File: config.mk
export PLATFORM = sky130hd
export DESIGN_NAME = shift_reg_ser
export DESIGN_NICKNAME = d
export VERILOG_FILES = /design/src/rtl/shift_reg_ser.sv
export SDC_FILE = /design/constraint.sdc
export NUM_CORES = 1
export LEC_CHECK = 0
export ABC_AREA = 1
export CORE_MARGIN = 2
export CORE_UTILIZATION = 45
export CTS_CLUSTER_SIZE = 8
export DETAILED_ROUTE_END_ITERATION = 12
export PLACE_DENSITY = 0.78
export SYNTH_ARGS = -nofsm -noshare
export SYNTH_HDL_FRONTEND = slang
export SYNTH_SLANG_ARGS = --single-unit
File: constraint.sdc
create_clock -name i_clk -period 2 [get_ports i_clk]
set_clock_uncertainty 0.15 [all_clocks]
set_input_delay 0.4 -clock i_clk [delete_from_list [all_inputs] [get_ports i_clk]]
set_output_delay 0.4 -clock i_clk [all_outputs]
set_load 0.02 [all_outputs]
File: src/rtl/shift_reg_ser.sv
// Serial shift engine: parallel-loads an N-bit word on start, shifts it out over N cycles
// in either direction while capturing i_ser_in, then pulses o_done. Optional macro: SHIFT_REG_STALL_EN.
module shift_reg_ser #(
  parameter  int N  = 8,
  localparam int CW = $clog2(N)
) (
  input  logic          i_clk,
  input  logic          i_rst_n,
  input  logic          i_start,
  input  logic [N-1:0]  i_load_data,
  input  logic          i_dir,
  input  logic          i_ser_in,
`ifdef SHIFT_REG_STALL_EN
  input  logic          i_stall,
`endif
  output logic          o_ser_out,
  output logic [N-1:0]  o_data,
  output logic          o_busy,
  output logic          o_done,
  output logic [CW-1:0] o_bit_idx
);

  typedef enum logic [1:0] {
    ST_IDLE  = 2'd0,
    ST_SHIFT = 2'd1,
    ST_DONE  = 2'd2
  } state_e;

  state_e        state_q;
  logic [N-1:0]  data_q;
  logic [N-1:0]  data_d;
  logic          dir_q;
  logic [CW-1:0] idx_q;
  logic          stall_s;
  logic          last_shift_s;

`ifdef SHIFT_REG_STALL_EN
  assign stall_s = i_stall;
`else
  assign stall_s = 1'b0;
`endif

  assign last_shift_s = (idx_q == CW'(N - 1));

  // Next contents of the shift register for one shift in the captured direction.
  always_comb begin
    data_d = data_q;
    if (dir_q) begin
      data_d = {data_q[N-2:0], i_ser_in};
    end else begin
      data_d = {i_ser_in, data_q[N-1:1]};
    end
  end

  // Control FSM, bit counter and shift register.
  always_ff @(posedge i_clk or negedge i_rst_n) begin
    if (!i_rst_n) begin
      state_q <= ST_IDLE;
      data_q  <= '0;
      dir_q   <= 1'b0;
      idx_q   <= '0;
    end else begin
      case (state_q)
        ST_IDLE: begin
          if (i_start) begin
            data_q  <= i_load_data;
            dir_q   <= i_dir;
            idx_q   <= '0;
            state_q <= ST_SHIFT;
          end else begin
            state_q <= ST_IDLE;
          end
        end
        ST_SHIFT: begin
          // A stalled cycle freezes data, counter and the visible serial bit.
          if (!stall_s) begin
            data_q <= data_d;
            if (last_shift_s) begin
              idx_q   <= '0;
              state_q <= ST_DONE;
            end else begin
              idx_q   <= idx_q + CW'(1);
              state_q <= ST_SHIFT;
            end
          end else begin
            state_q <= ST_SHIFT;
          end
        end
        ST_DONE: begin
          state_q <= ST_IDLE;
        end
        default: begin
          state_q <= ST_IDLE;
          idx_q   <= '0;
        end
      endcase
    end
  end

  // Status decoded straight from the state register so it carries no extra latency.
  always_comb begin
    o_busy = 1'b0;
    o_done = 1'b0;
    if (state_q == ST_SHIFT) begin
      o_busy = 1'b1;
    end else if (state_q == ST_DONE) begin
      o_busy = 1'b1;
      o_done = 1'b1;
    end else begin
      o_busy = 1'b0;
      o_done = 1'b0;
    end
  end

  // Serial output shows the bit that leaves on the coming edge; quiet while idle.
  always_comb begin
    o_ser_out = 1'b0;
    if (o_busy) begin
      o_ser_out = dir_q ? data_q[N-1] : data_q[0];
    end else begin
      o_ser_out = 1'b0;
    end
  end

  assign o_data    = data_q;
  assign o_bit_idx = idx_q;

endmodule

### Yosys cells after proc, flatten, opt, wreduce, memory -nomap -nowiden

Index checks and enable logic that the tools add are counted.

| word-level totals | value |
|---|---|
| bits in registers | 14 |
| input bits | 13 |
| output and inout port bits | 14 |
| logic and storage cells | 29 |

| cells by class | value |
|---|---|
| $add $sub $neg | 1 |
| equality and inequality tests | 4 |
| muxes and demuxes | 14 |
| bitwise logic cells | 1 |
| reductions and logical operators | 5 |

Operators by type and width:

| cell | count |
|---|---|
| two-way mux 8 bit | 2 |
| case mux 8 bit (2 select lines) | 1 |
| case mux 3 bit (3 select lines) | 1 |
| two-way mux 1 bit | 6 |
| two-way mux 3 bit | 2 |
| AND reduction 2 bit | 3 |
| case mux 2 bit (2 select lines) | 1 |
| adder 3 x 1 -> 3 bit, second input constant | 1 |
| equality test 3 bit, second input constant | 1 |
| equality test 2 x 1 -> 1 bit, second input constant | 1 |
| equality test 2 bit, second input constant | 1 |
| logical NOT 2 bit | 1 |
| two-way mux 2 bit | 1 |
| inequality test 2 bit, second input constant | 1 |
| nonzero test 2 bit | 1 |
| NOT 1 bit | 1 |

### Logic depth before layout (Yosys ltp)

| depth | value |
|---|---|
| depth in word-level cells | 4 |
| mapped depth | 7 |
| gate-level depth less buffers | 7 |

### Worst setup path after synthesis

Ideal clock, no wire load.

| path | value |
|---|---|
| path kind | reg-to-output |
| start | register state_q[0] |
| end | output o_ser_out |
| arrival time | 1.227 ns |
| data required time | 1.450 ns |
| setup slack | 0.223 ns |
| stages on the path, launching flop included | 5 |
| buffers on the path | 0 |
| path through | dfrtp_1 > inv_1 > ha_1 > o21ai_0 > a21oi_1 |

| between the ends | value |
|---|---|
| cells in the longest elaborated chain, start to end | 4 |
| elaborated cells between the ends (all ways) | 5 |
| classes of those cells | 2 x eq/ne; 3 x mux |

RTL lines:

| element | RTL line | source |
|---|---|---|
| start: declaration | 29 | `state_e state_q;` |
| start signal: assignment | 58 | `state_q <= ST_IDLE;` |
| start signal: assignment | 69 | `state_q <= ST_SHIFT;` |
| start signal: assignment | 71 | `state_q <= ST_IDLE;` |
| equality test 2 bit | 106 | `end else if (state_q == ST_DONE) begin` |
| two-way mux 1 bit | 106 |  |
| two-way mux 1 bit * | 104 | `if (state_q == ST_SHIFT) begin` |
| net o_busy | 18 | `output logic o_busy,` |
| two-way mux 1 bit * | 118 | `if (o_busy) begin` |
| end: declaration | 16 | `output logic o_ser_out,` |

The timed path passes the listed nets; every way through them passes the cells marked *.

### Worst setup path in the final report

| path | value |
|---|---|
| start | register state_q[0] |
| end | output o_busy |

| between the ends | value |
|---|---|
| cells in the longest elaborated chain, start to end | 3 |
| elaborated cells between the ends (all ways) | 4 |
| classes of those cells | 2 x eq/ne; 2 x mux |

RTL lines:

| element | RTL line |
|---|---|
| equality test 2 bit | 106 |
| two-way mux 1 bit | 106 |
| two-way mux 1 bit * | 104 |
| end: declaration | 18 |

Mark *: on every way between the ends. The rest lies on a longest branch, timed or not.

==> results.sh <==
export IMPL_final_layout_size_suffix_gt1_share_pct=12.74
export IMPL_p_per_area_mw_per_mm2=1654
export IMPL_core_area_mm2=0.001764
export IMPL_cp_cell_sequence="inv_2 > ha_4 > buf_4 > dlygate4sd2_1"
export IMPL_slowest_delay_ns=0.39
export IMPL_synth_most_common_cell="nor2_1"
export IMPL_syn_inst=124
export IMPL_die_h_um=47.64
export IMPL_yosysTopAreaCellShare_pct=40.88
export IMPL_worstSkewPairLatency_ns=0.28
export IMPL_synth_common_cells="27 x nor2_1, 24 x inv_1, 20 x nand2_1, 14 x dfrtp_1, 11 x a21oi_1"
export IMPL_r2r_start="state_q[1]$_DFF_PN0_"
export IMPL_dieArea_mm2=0.002270
export IMPL_stdcell_count=182
export IMPL_globalRouteMet1Util_pct=27.23
export IMPL_grt_use_met2_pct=34.05
export IMPL_grt_pass1_vias=791
export IMPL_synth_flop_cell="dfrtp_1"
export IMPL_grt_pass1_wl_mm=3.305
export IMPL_fin_crit_sh_pct=96.77
export IMPL_power_leakage_nw=0.6464
export IMPL_cp_max_fo=2
export IMPL_drc_errors=0
export IMPL_crit_type="reg -> out"
export IMPL_vias_per_cell=4.786
export IMPL_rsz0062_at_grt="no"
export IMPL_firstDrtPassIters=4
export IMPL_ys_async_sr_fraction_pct=100.0
export IMPL_crit_arrival_ns=1.39
export IMPL_synth_edf_count=0
export IMPL_syn_area_per_cell_um2=6.912
export IMPL_wirelength_mm=1.998
export IMPL_ir_worst_vdd_mv=0.9082
export IMPL_ys_warn_count=0
export IMPL_max_freq_mhz=516.7
export IMPL_start_util_pct=48.58
export IMPL_slew_headroom_pct=73.13
export IMPL_maxCapViolations=0
export IMPL_cp_start_kind="flop"
export IMPL_synth_top_cells_by_area="dfrtp_1 41%, nor2_1 12%, inv_1 11%"
export IMPL_antenna_found_initial=0
export IMPL_antennaDiodeCount=0
export IMPL_htreeDepth=1
export IMPL_numCtsBuffers=3
export IMPL_antenna_left=0
export IMPL_slew_viol_final=0
export IMPL_min_path_type="in -> async"
export IMPL_post_route_util_pct=68.94
export IMPL_worstMarginPinSlew_ns=0.4029
export IMPL_grt_use_total_pct=21.23
export IMPL_rr_worst_depth=7
export IMPL_cts_root_buf="clkbuf_4"
export IMPL_clock_sinks=14
export IMPL_synth_seq_cells=14
export IMPL_critPathSlowestCell="dfrtp_1"
export IMPL_hold_violations=0
export IMPL_synth_nets=142
export IMPL_cts_hold_buffers=0
export IMPL_post_cts_setup_buffers=0
export IMPL_status="complete, no violations"
export IMPL_nets=177
export IMPL_gp_congestion=0.7995
export IMPL_rrSetupSlack_ns=0.45
export IMPL_clk_pin_slew_ns=0.09
export IMPL_area_growth_pct=41.90
export IMPL_crit_path_end_kind="output port"
export IMPL_io_pins=27
export IMPL_port_buffers=26
export IMPL_required_ns=1.45
export IMPL_grt_max_degree=21
export IMPL_syn_area_um2=857.1
export IMPL_vias=871
export IMPL_synth_area_leader_cell="dfrtp_1"
export IMPL_period_minus_slack_ns=1.935
export IMPL_yosysUniqueCellTypes=13
export IMPL_r2r_end="o_data[6]$_DFFE_PN0P_"
export IMPL_setup_viol=0
export IMPL_holdWs_ns=0.2668
export IMPL_clk_path_buf_depth=2
export IMPL_grt_ovfl_total=0
export IMPL_post_dp_hpwl_mm=1.520
export IMPL_grtUsageMet3_pct=4.151
export IMPL_die_w_um=47.64
export IMPL_cts_tree="built"
export IMPL_placedCellCount=179
export IMPL_grt_busiest_layer="met2"
export IMPL_post_drt_wl_per_cell_um=10.98
export IMPL_yosysSeqAreaShare_pct=40.88
export IMPL_fin_tns_setup_ns=0
export IMPL_rows=15
export IMPL_drtIter0Drc=15
[registers in the layout (all words and copies together) (netlist names)]
name       count
o_data         8
o_bit_idx      3
state_q        2
dir_q          1
[power by group]
group          total [mW]  internal, mW  leakage [nW]  switching (mW)
Sequential          0.533         0.425         0.164           0.107
Clock               0.160        0.0699        0.0138          0.0903
Combinational        1.32         0.578         0.468           0.741
[cells in the final DEF, fill, tap and decap left out, types with 3 or more instances in the layout]
cell / n
clkdlybuf4s50_1: 23
inv_2: 4
inv_1: 22
ha_1: 4
a21oi_1: 11
nand2_1: 20
nor2_1: 27
o21ai_0: 3
buf_4: 8
dfrtp_1: 14
clkbuf_4: 3
nand3_1: 10
[layer usage]
layer / wire (um) / part of all wire (%)
met1: 862 / 43
met2: 969 / 48
met3: 125 / 6.3
met4: 41 / 2.1
met5: 0 / 0
[per-stage QoR]
step	total power, mW	area [um2]	setup slack, ns
floorplan	1.338	857.1	0.2233
global placement	1.812	1186	-0.04593
detailed placement	1.854	1186	-0.08180
CTS	1.994	1201	0.006383
global route	2.206	1216	0.0003999
finish	2.011	1216	0.06461
[timing repair]
action,CTS,global route
resized for setup,6,5
pin swaps,0,0
setup endpoints to repair,3,2
[layout make-up]
cell class	instances	area, um2
timing repair buffer	33	307.8
sequential	14	350.3
inverter	26	97.59
clock buffer	3	22.52
tap	25	31.28
fill	165	548.0
multi-input combinational	81	406.6
[critical path, delay by kind of cell, from the launching register on]
family	cells	cell delay [ns]
buffers and inverters	3	0.52
adder cells (fa/ha/maj)	1	0.20
flip-flops	1	0.39
[worst max path at each step]
stage                          from        end  cells past startpoint
6_report       state_q[0]$_DFF_PN0_     o_busy                      4
5_1_grt        state_q[1]$_DFF_PN0_     o_busy                      4
2_1_floorplan  state_q[0]$_DFF_PN0_  o_ser_out                      4
3_3_place_gp   state_q[0]$_DFF_PN0_  o_ser_out                      5
4_1_cts        state_q[0]$_DFF_PN0_     o_busy                      4
3_5_place_dp   state_q[0]$_DFF_PN0_  o_ser_out                      5
[cell families after synthesis]
family | after synthesis | synth area share (%)
buf+inv | 29 | 13.14
flops | 14 | 40.88
fa+ha+maj | 5 | 7.299
simple gates | 59 | 27.88
compound gates | 17 | 10.80
No activity file was read; power rests on OpenSTA's default activity.
